<file path="config.mk">
export PLATFORM = sky130hd
export DESIGN_NAME = stopwatch_ctrl
export DESIGN_NICKNAME = d
export VERILOG_FILES = /design/src/rtl/stopwatch_ctrl.sv
export SDC_FILE = /design/constraint.sdc
export NUM_CORES = 1
export LEC_CHECK = 0
export BUFFER_PORTS_ARGS = -buffer_cell sky130_fd_sc_hd__buf_2
export CORE_MARGIN = 5
export CORE_UTILIZATION = 45
export CTS_CLUSTER_DIAMETER = 100
export DETAILED_ROUTE_END_ITERATION = 8
export GPL_ROUTABILITY_DRIVEN = 0
export GPL_TIMING_DRIVEN = 0
export PLACE_DENSITY = 0.61
export SETUP_SLACK_MARGIN = 0.05
export SYNTH_ARGS = -nofsm -noshare
export SYNTH_HDL_FRONTEND = slang
export SYNTH_SLANG_ARGS = --single-unit
</file>
<file path="constraint.sdc">
create_clock -name clk -period 3 [get_ports clk]
set_input_delay 0.15 -clock clk [delete_from_list [all_inputs] [get_ports clk]]
set_output_delay 0.15 -clock clk [all_outputs]
set_load 0.02 [all_outputs]
</file>
<file path="src/rtl/stopwatch_ctrl.sv">
// stopwatch_ctrl: run/pause/lap/clear sequencing for an mm:ss stopwatch plus 4-digit display scan.
module stopwatch_ctrl #(
    parameter int TICK_DIV = 100_000_000,
    parameter int SCAN_DIV = 100_000
) (
    input  logic       clk,
    input  logic       rst_n,
    input  logic       btn_start,
    input  logic       btn_clear,
    input  logic       btn_lap,
    output logic [5:0] disp_sec,
    output logic [5:0] disp_min,
    output logic       running,
    output logic       lap_active,
    output logic       ovf,
    output logic [1:0] digit_sel,
    output logic [3:0] an
);
    localparam int TW = $clog2(TICK_DIV);
    localparam int SW = $clog2(SCAN_DIV);
    typedef enum logic [1:0] {IDLE, RUN, PAUSE, LAP} state_t;
    state_t        state;
    logic [TW-1:0] presc;
    logic [SW-1:0] scan_presc;
    logic [5:0]    sec_cnt, min_cnt, lap_sec, lap_min;
    logic          tick, sec_wrap, min_wrap;
    assign tick       = presc == TW'(TICK_DIV - 1);
    assign sec_wrap   = sec_cnt == 6'd59;
    assign min_wrap   = min_cnt == 6'd59;
    assign running    = state == RUN || state == LAP;
    assign lap_active = state == LAP;
    assign disp_sec   = lap_active ? lap_sec : sec_cnt;
    assign disp_min   = lap_active ? lap_min : min_cnt;
    assign an         = ~(4'b0001 << digit_sel);
    always_ff @(posedge clk or negedge rst_n) begin
        if (!rst_n) begin
            state      <= IDLE;
            presc      <= '0;
            scan_presc <= '0;
            digit_sel  <= 2'd0;
            sec_cnt    <= 6'd0;
            min_cnt    <= 6'd0;
            lap_sec    <= 6'd0;
            lap_min    <= 6'd0;
            ovf        <= 1'b0;
        end else begin
            ovf        <= 1'b0;
            scan_presc <= scan_presc == SW'(SCAN_DIV - 1) ? '0 : scan_presc + SW'(1);
            digit_sel  <= scan_presc == SW'(SCAN_DIV - 1) ? digit_sel + 2'd1 : digit_sel;
            // clear beats start beats lap; a tick coinciding with clear or start is dropped
            if (btn_clear) begin
                state   <= IDLE;
                presc   <= '0;
                sec_cnt <= 6'd0;
                min_cnt <= 6'd0;
                lap_sec <= 6'd0;
                lap_min <= 6'd0;
            end else if (btn_start) begin
                if (state == IDLE || state == PAUSE) begin
                    state <= RUN;
                    presc <= '0;
                end else begin
                    state <= PAUSE;
                end
            end else begin
                if (btn_lap && state == RUN) begin
                    state   <= LAP;
                    lap_sec <= sec_cnt;
                    lap_min <= min_cnt;
                end else if (btn_lap && state == LAP) begin
                    state <= RUN;
                end
                if (running) begin
                    presc <= tick ? '0 : presc + TW'(1);
                    if (tick) begin
                        sec_cnt <= sec_wrap ? 6'd0 : sec_cnt + 6'd1;
                        min_cnt <= !sec_wrap ? min_cnt : min_wrap ? 6'd0 : min_cnt + 6'd1;
                        ovf     <= sec_wrap && min_wrap;
                    end
                end
            end
        end
    end
endmodule

</file>
==> results of run 1 <==
-- cell type report --
class	instances	area share, %
clock buffer	10	2.78
sequential	73	39.8
inverter	15	1.23
buffer	24	2.70
timing repair buffer	26	3.49
multi-input combinational	315	45.5
tap	108	2.95
clock inverter	6	1.47
-- stage by stage --
step | setup WS, ns | power (mW) | util (%) | cell area (um^2)
final | 0.648 | 1.87 | 52.1 | 4590
after detailed placement | 0.660 | 1.11 | 49.7 | 4380
after CTS | 0.641 | 1.90 | 52.1 | 4590
after global routing | 0.474 | 1.94 | 52.1 | 4590
after floorplan | 1.11 | 1.06 | - | 4100
after global placement | 0.666 | 1.10 | 49.4 | 4350
-- routing by layer --
layer,wire (um),track usage [%]
met2,4340,27.1
met4,79,5.06
met3,301,3.73
met1,4470,24.2
met5,0,0
-- state kept, by name, summed over array words and instances (netlist names) --
name,flops
lap_min,6
digit_sel,2
min_cnt,6
ovf,1
sec_cnt,6
lap_sec,6
presc,27
state,2
scan_presc,17
-- what timing repair did --
| item | CTS | global route |
|---|---|---|
| hold endpoints to repair | 30 | 0 |
| hold buffers | 1 | 0 |
| endpoints found under the setup margin | 0 | 0 |
-- how the worst max path moves through the flow --
stage,from,endpoint,slack (ns)
after floorplan,state[0],disp_sec[3],1.11
after global placement,presc[0],presc[10],0.67
after detailed placement,presc[0],presc[10],0.66
after CTS,presc[0],presc[10],0.64
after global routing,presc[0],presc[10],0.47
final,presc[0],presc[10],0.65
-- cell usage in the layout (no fill, tap or decap), drive strengths merged, types with 7 or more instances in the layout --
cell / synthesis / final
a21oi: 40 / 40
and3: 8 / 8
and4: 10 / 10
buf: 12 / 37
clkbuf: 12 / 22
dfrtp: 73 / 73
ha: 8 / 8
inv: 15 / 16
mux2: 13 / 13
nand2: 46 / 46
nand3: 17 / 17
nand4: 13 / 13
nor2: 15 / 15
nor3: 10 / 10
o211ai: 7 / 7
o21ai: 17 / 17
o31ai: 11 / 11
or3: 12 / 12
or4: 12 / 12
xnor2: 13 / 13
xor2: 8 / 8
-- logic make-up (layout without fill, tap and decap cells) --
group	count (synthesis)	after routing	synth area share [%]
AND/OR/NAND/NOR	177	177	24.8
AO/OA/AOI/OAI	95	95	15.0
flip-flops	73	73	44.6
buffers and inverters	39	81	4.40
XOR/XNOR	21	21	4.95
multiplexers	14	14	3.82
adder cells (fa/ha/maj)	8	8	2.44
-- worst reg2reg max path: stages, from the launching register on --
cell and delay, ns:
dfrtp_1 0.43, ha_1 0.26, and4_1 0.20, buf_2 0.17, nand4_1 0.22, o21ai_1 0.52, buf_2 0.35, a21oi_1 0.08
-- where the power goes --
part           leakage (nW)  internal [mW]  switching, mW
combinational         0.773         0.0279         0.0704
sequential             1.00          0.986        0.00436
clock                0.0929          0.387          0.393
total                  1.87           1.40          0.467
==> reports/metrics.cfg, run 1 <==
[outcome]
status=finished clean

[global_routing]
grt_pass1_wl_um=15900
track_usage_pct=17.3
grt_pass1_vias=3187
grt_max_degree=44
antenna_found_initial=0
overflow=0

[critical_path]
r2r-end=presc[10]
reg2reg_depth=7
worst-path-buf-inv=2
worstSetupEndpointType=flip-flop
path_class=flip-flop to flip-flop
cp_num_cells=7
path_delay_family=compound AO/OA/AOI/OAI gates
start_kind=flip-flop
ff2ff_setup_slack_ns=0.65
max_stage_delay_ns=0.52
timing.critical_path.mode_cell=buf_2
r2r-start=presc[0]
cp_slowest_cell=o21ai_1
required_ns=3.23
crit_path_max_fanout=10
arrival_ns=2.58
cp_cell_sequence=ha_1, and4_1, buf_2, nand4_1, o21ai_1, buf_2, a21oi_1

[placed_design]
io_buffers=24
hpwl_um=6450
place_inst=560

[logic_synthesis]
syn_area_um2=4100
synthCells=427
yosysMostFrequentCell=dfrtp_1
synth_top_area_cell=dfrtp_1
synth_ff_type=dfrtp_1
syn_nets=440
yosys_warnings=0
synth_edf_count=0
yosysTopAreaCellShare_pct=44.6
avgSynthCellArea_um2=9.59
synth-async-reset-ratio_pct=100
seq_area_frac_synth_pct=44.6
netlist_top_cells_count=dfrtp_1, nand2_1, a21oi_1, nand3_1, o21ai_0
ys_top_cells_by_area=dfrtp_1, a21oi_1, nand2_1
synth_cell_type_count=57
ys_seq_elements=73

[sta]
post-route-period-util_pct=78.4
rsz0062_at_grt=false
worst_slew_pin_slew_ns=0.591
hold_viol=0
finalSetupTns_ns=0
timing.hold.ws_ns=0.106
skew_ns=0.00724
slew_headroom_pct=60.3
setup_viol_count_final=0
fmax_ghz=0.425
finalMaxSlewViolations=0
period_needed_ns=2.35

[clock_network]
path_clk_slew_ns=0.08
cts_tree=done
clock_latency_ns=0.35
cts-root-buf=clkbuf_8
postCtsResizedCells=0
clk_path_buf_depth=2
h-tree-depth=3
cts_inserted_buffers=9
post_cts_buffers=0
cts_sinks=73

[layout]
multi_input_area_um2=2090
final_layout_size_suffix_gt1_share_pct=16.0
regArea_um2=1830
fillCellCount=816
fin_nets=477
final_cells=577
diodes=0
area_delta_synth_final_pct=12.0

[die]
die_h_um=105
die_area_um2=11100
ios=26
coreArea_um2=8810
die_x_um=105
rows=34
start_util_pct=46.5

[power_and_ir_drop]
power_density_nw_per_um2=407
p_leak_nw=1.87
ir_worst_vdd_v=0.000239

[min_path]
hold_end=state[1]
hp-class=input port to flip-flop
min_delay_path_depth=4
hold_path.startpoint=btn_lap

[drt]
wl_per_cell_um=15.9
drt_first_pass_iters=4
initialDrtViolationCount=141
dr_total_vias=3343
drc_errors=0
routed_wirelength_um=9190
ant_nets=0
via_per_inst=5.79

[run]
cap_violations=0

Note: power is estimated with default switching activity, not from simulation.
==> run 2, diff against run 1 <==
- PLACE_DENSITY: 0.61 -> 0.63
- clock period: 3 -> 1.95 ns (I/O delays scaled with it)
==> reports/metrics.cfg, run 2 (synthesis gave the netlist of run 1 again) <==
[outcome]
status=finished clean

[drt]
via_per_inst=5.85
routed_wirelength_um=9840
ant_nets=0
wl_per_cell_um=16.4
initialDrtViolationCount=213
drc_errors=0
dr_total_vias=3503
drt_first_pass_iters=4

[clock_network]
cts_tree=done
clock_latency_ns=0.36
path_clk_slew_ns=0.09
cts_inserted_buffers=9
h-tree-depth=3
cts_sinks=73
cts-root-buf=clkbuf_8
clk_path_buf_depth=2

[global_routing]
grt_max_degree=56
overflow=0
antenna_found_initial=0
grt_pass1_wl_um=16600
track_usage_pct=18.2
grt_pass1_vias=3422

[layout]
reg_top3=presc: 27 flops, scan_presc: 17 flops
largest-register=presc
fin_nets=499
diodes=0
final_cell_mix=dfrtp_1, nand2_1, a21oi_1, buf_2, buf_4
fillCellCount=755
final_layout_size_suffix_gt1_share_pct=26.3
area_delta_synth_final_pct=21.0
final_common_cell=dfrtp_1
largest_register_ff_count=27
final_cells=599

[power_and_ir_drop]
power_density_nw_per_um2=618
ir_worst_vdd_v=0.000289
p_leak_nw=2.02
power_mw=3.06

[critical_path]
reg2reg_depth=7
arrival_ns=2.18
crit_path_max_fanout=6
ff2ff_setup_slack_ns=0.05
required_ns=2.23
path_class=flip-flop to flip-flop
start_kind=flip-flop
critPathLaunch=presc[0]
worstSetupEndpointType=flip-flop
r2r-start=presc[0]

[min_path]
hold_path.startpoint=btn_lap
min_delay_path_depth=4
hp-class=input port to flip-flop

[placed_design]
place_inst=560
hpwl_um=6330
io_buffers=24

[sta]
timing.hold.ws_ns=0.0338
setup_viol_count_final=0
hold_viol=0
worst_slew_pin_slew_ns=0.573
rsz0062_at_grt=true
fmax_ghz=0.527
post-route-period-util_pct=97.4
period_needed_ns=1.90
skew_ns=0.0151
finalMaxSlewViolations=0
slew_headroom_pct=61.8

[die]
coreArea_um2=8810
die_x_um=105
start_util_pct=46.5
ios=26
rows=34
die_area_um2=11100
die_h_um=105

[run]
cap_violations=0

[run 2: cell count changes in the layout (fill, tap and decap cells not counted), sizes merged]
cell	before	now
buf	37	62
inv	16	17
clkinvlp	2	1
bufinv	1	2
clkbuf	22	18
[run 2: area by class of cell]
class / instances / area [um^2] / area share [%]
Clock inverter: 7 / 101 / 2.04
Timing Repair Buffer: 50 / 342 / 6.89
Inverter: 15 / 56.3 / 1.14
Tap cell: 108 / 135 / 2.73
Sequential cell: 73 / 1840 / 37.1
Buffer: 22 / 160 / 3.23
Clock buffer: 9 / 124 / 2.50
Multi-Input combinational cell: 315 / 2200 / 44.3
[run 2: routing by layer]
metal | track usage, % | wire length (um) | vias to the layer above | share of wire (%)
met1 | 24.6 | 4400 | 1719 | 45
met5 | 0 | 0 | - | 0
met2 | 29.0 | 4870 | 72 | 50
met4 | 7.59 | 199 | 0 | 2.0
met3 | 3.06 | 361 | 18 | 3.7
li1 | - | - | 1694 | -
[run 2: power breakdown]
part           internal (mW)  leakage, nW  switching (mW)  total, mW
Clock                  0.733        0.112           0.628       1.36
Sequential              1.52        0.986         0.00662       1.52
Combinational         0.0586        0.926           0.118      0.176
[run 2: critical path: stages, from the launching register on]
cell,delay [ns]
dfrtp_1,0.43
ha_4,0.16
and4_1,0.19
buf_6,0.15
nand4_4,0.11
buf_6,0.16
or4b_4,0.48
a21oi_2,0.14
[run 2: final timing paths]
check	endpoint
worst max-delay path	sec_cnt[1]
worst min-delay path	state[1]
worst max register to register	sec_cnt[1]
worst min register to register	scan_presc[0]
max in group asynchronous	state[0]
min in group asynchronous	presc[16]
[run 2: repair_timing]
action	CTS	global route
hold buffers	1	0
setup buffers	15	8
pin swaps	7	7
resized for setup	26	29
hold endpoints to repair	73	0
setup endpoints to repair	45	57
cloned	0	1
[run 2: metrics by stage]
| step | utilization (%) | cell area [um^2] | setup slack [ns] | setup TNS (ns) |
|---|---|---|---|---|
| floorplan | - | 4100 | 0.109 | 0 |
| global placement | 49.4 | 4350 | -0.368 | -7.84 |
| detailed placement | 49.7 | 4380 | -0.386 | -8.36 |
| CTS | 54.8 | 4820 | 0.0368 | 0 |
| global route | 56.3 | 4960 | -0.0298 | -0.0482 |
| finish | 56.3 | 4960 | 0.0508 | 0 |
==> run 3, diff against run 2 <==
- CELL_PAD_IN_SITES_DETAIL_PLACEMENT: default -> 1
- CELL_PAD_IN_SITES_GLOBAL_PLACEMENT: default -> 1
- CORE_UTILIZATION: 45 -> 43
- PLACE_DENSITY: 0.63 -> 0.75
- REMOVE_ABC_BUFFERS: default -> 1
==> reports/metrics.cfg, run 3 (synthesis gave the netlist of run 1 again) <==
[outcome]
status=finished, violations left
violations=negative setup slack

[drt]
initialDrtViolationCount=175
routed_wirelength_um=10700
drt_first_pass_iters=4
ant_nets=0
dr_total_vias=3525
drc_errors=0
wl_per_cell_um=17.5
via_per_inst=5.77

[critical_path]
path_class=flip-flop to flip-flop
max_stage_delay_ns=0.60
worstSetupEndpointType=flip-flop
critPathLaunch=presc[1]
cp_cell_sequence=ha_2, and4_4, o211ai_4, or4_1, a21oi_1
arrival_ns=2.26
required_ns=2.21
r2r-start=presc[1]
crit_path_max_fanout=7
start_kind=flip-flop
cp_slowest_cell=or4_1

[sta]
finalMaxSlewViolations=0
rsz0062_at_grt=true
finalSetupTns_ns=-0.0448
worst_slack_ns=-0.0448
worst_slew_pin_slew_ns=0.834
hold_viol=0
post-route-period-util_pct=102
setup_viol_count_final=1
slew_headroom_pct=44.4
period_needed_ns=1.99
skew_ns=0.00898
fmax_ghz=0.501

[clock_network]
clock_latency_ns=0.35
path_clk_slew_ns=0.08
cts_sinks=73
clk_path_buf_depth=2
cts-root-buf=clkbuf_8
cts_inserted_buffers=9
cts_tree=done
h-tree-depth=3

[die]
ios=26
die_h_um=108
coreArea_um2=9280
rows=35
die_x_um=108
start_util_pct=44.1
die_area_um2=11600

[layout]
largest-register=presc
reg_top3=presc: 27 flops, scan_presc: 17 flops
fin_nets=490
final_cell_mix=dfrtp_1, nand2_1, a21oi_1, buf_4, buf_2
largest_register_ff_count=27
diodes=0
area_delta_synth_final_pct=19.7
final_common_cell=dfrtp_1
final_layout_size_suffix_gt1_share_pct=27.0

[global_routing]
grt.met3_usage_pct=3.18
use_met2_pct=32.4
overflow=0
grt-busiest-layer=met2
grt_use_met1_pct=23.0
grt_max_degree=43
track_usage_pct=18.5
grt_pass1_wl_um=17300
grt_pass1_vias=3539
antenna_found_initial=0

[run]
cap_violations=0

[power_and_ir_drop]
power_density_nw_per_um2=598
ir_worst_vdd_v=0.000327
p_leak_nw=1.98

[placed_design]
dpl_worst_slack_ns=-0.430
io_buffers=25
hpwl_um=6500

[min_path]
hp-class=input port to flip-flop
hold_path.startpoint=btn_lap

[run 3: repair_timing]
item,4_1_cts,5_1_grt
hold buffers,1,0
resized for setup,16,23
pin swaps,7,3
endpoints found under the setup margin,50,23
setup buffers,19,16
endpoints found under the hold margin,33,0
[run 3: per-layer routing]
layer  part of all wire (%)  vias to the layer above
met5                      0                        -
met4                    2.2                        0
met3                    2.4                       20
met2                     51                       47
met1                     44                     1787
li1                       -                     1671
[run 3: power breakdown]
part           internal (mW)  total (mW)  switching (mW)
Clock                  0.602        1.24           0.635
Sequential              1.52        1.53          0.0108
Combinational         0.0560       0.166           0.110
Total                   2.18        2.93           0.756
[run 3: critical path: cells and delay by family, from the launching register on]
kind,cells,cell delay (ns)
AND/OR/NAND/NOR,2,0.90
flip-flops,1,0.39
AO/OA/AOI/OAI,2,0.38
adder cells (fa/ha/maj),1,0.23
[run 3: final cells by class]
class                   count  area [um^2]
clock buffers               9          124
clock inverters             7         77.6
fillers                  1073         4380
inverters                  15         56.3
multi-input cells         315         2200
flip-flops and latches     73         1840
well taps                 129          161
repair buffers             63          435
[run 3: final timing paths]
check,to,slack [ns],cells past startpoint
min in group asynchronous,lap_sec[4],0.23,2
hold reg to reg,scan_presc[0],0.49,1
max in group asynchronous,presc[17],1.12,3
setup reg to reg,presc[12],-0.04,5
setup / recovery,presc[12],-0.04,5
hold / removal,state[1],0.05,4
[run 3: per-stage QoR]
step           std cells  cell area, um^2  util [%]  hold WS [ns]  total power, mW
3_5_place_dp         559             4300      46.3        0.0865             1.69
6_report             611             4900      52.8        0.0458             2.93
5_1_grt              611             4900      52.8        0.0550             3.06
3_3_place_gp         557             4260      45.9         0.393             1.68
2_1_floorplan        403             3970         -        -0.198             1.61
4_1_cts              595             4720      50.8        0.0420             2.94
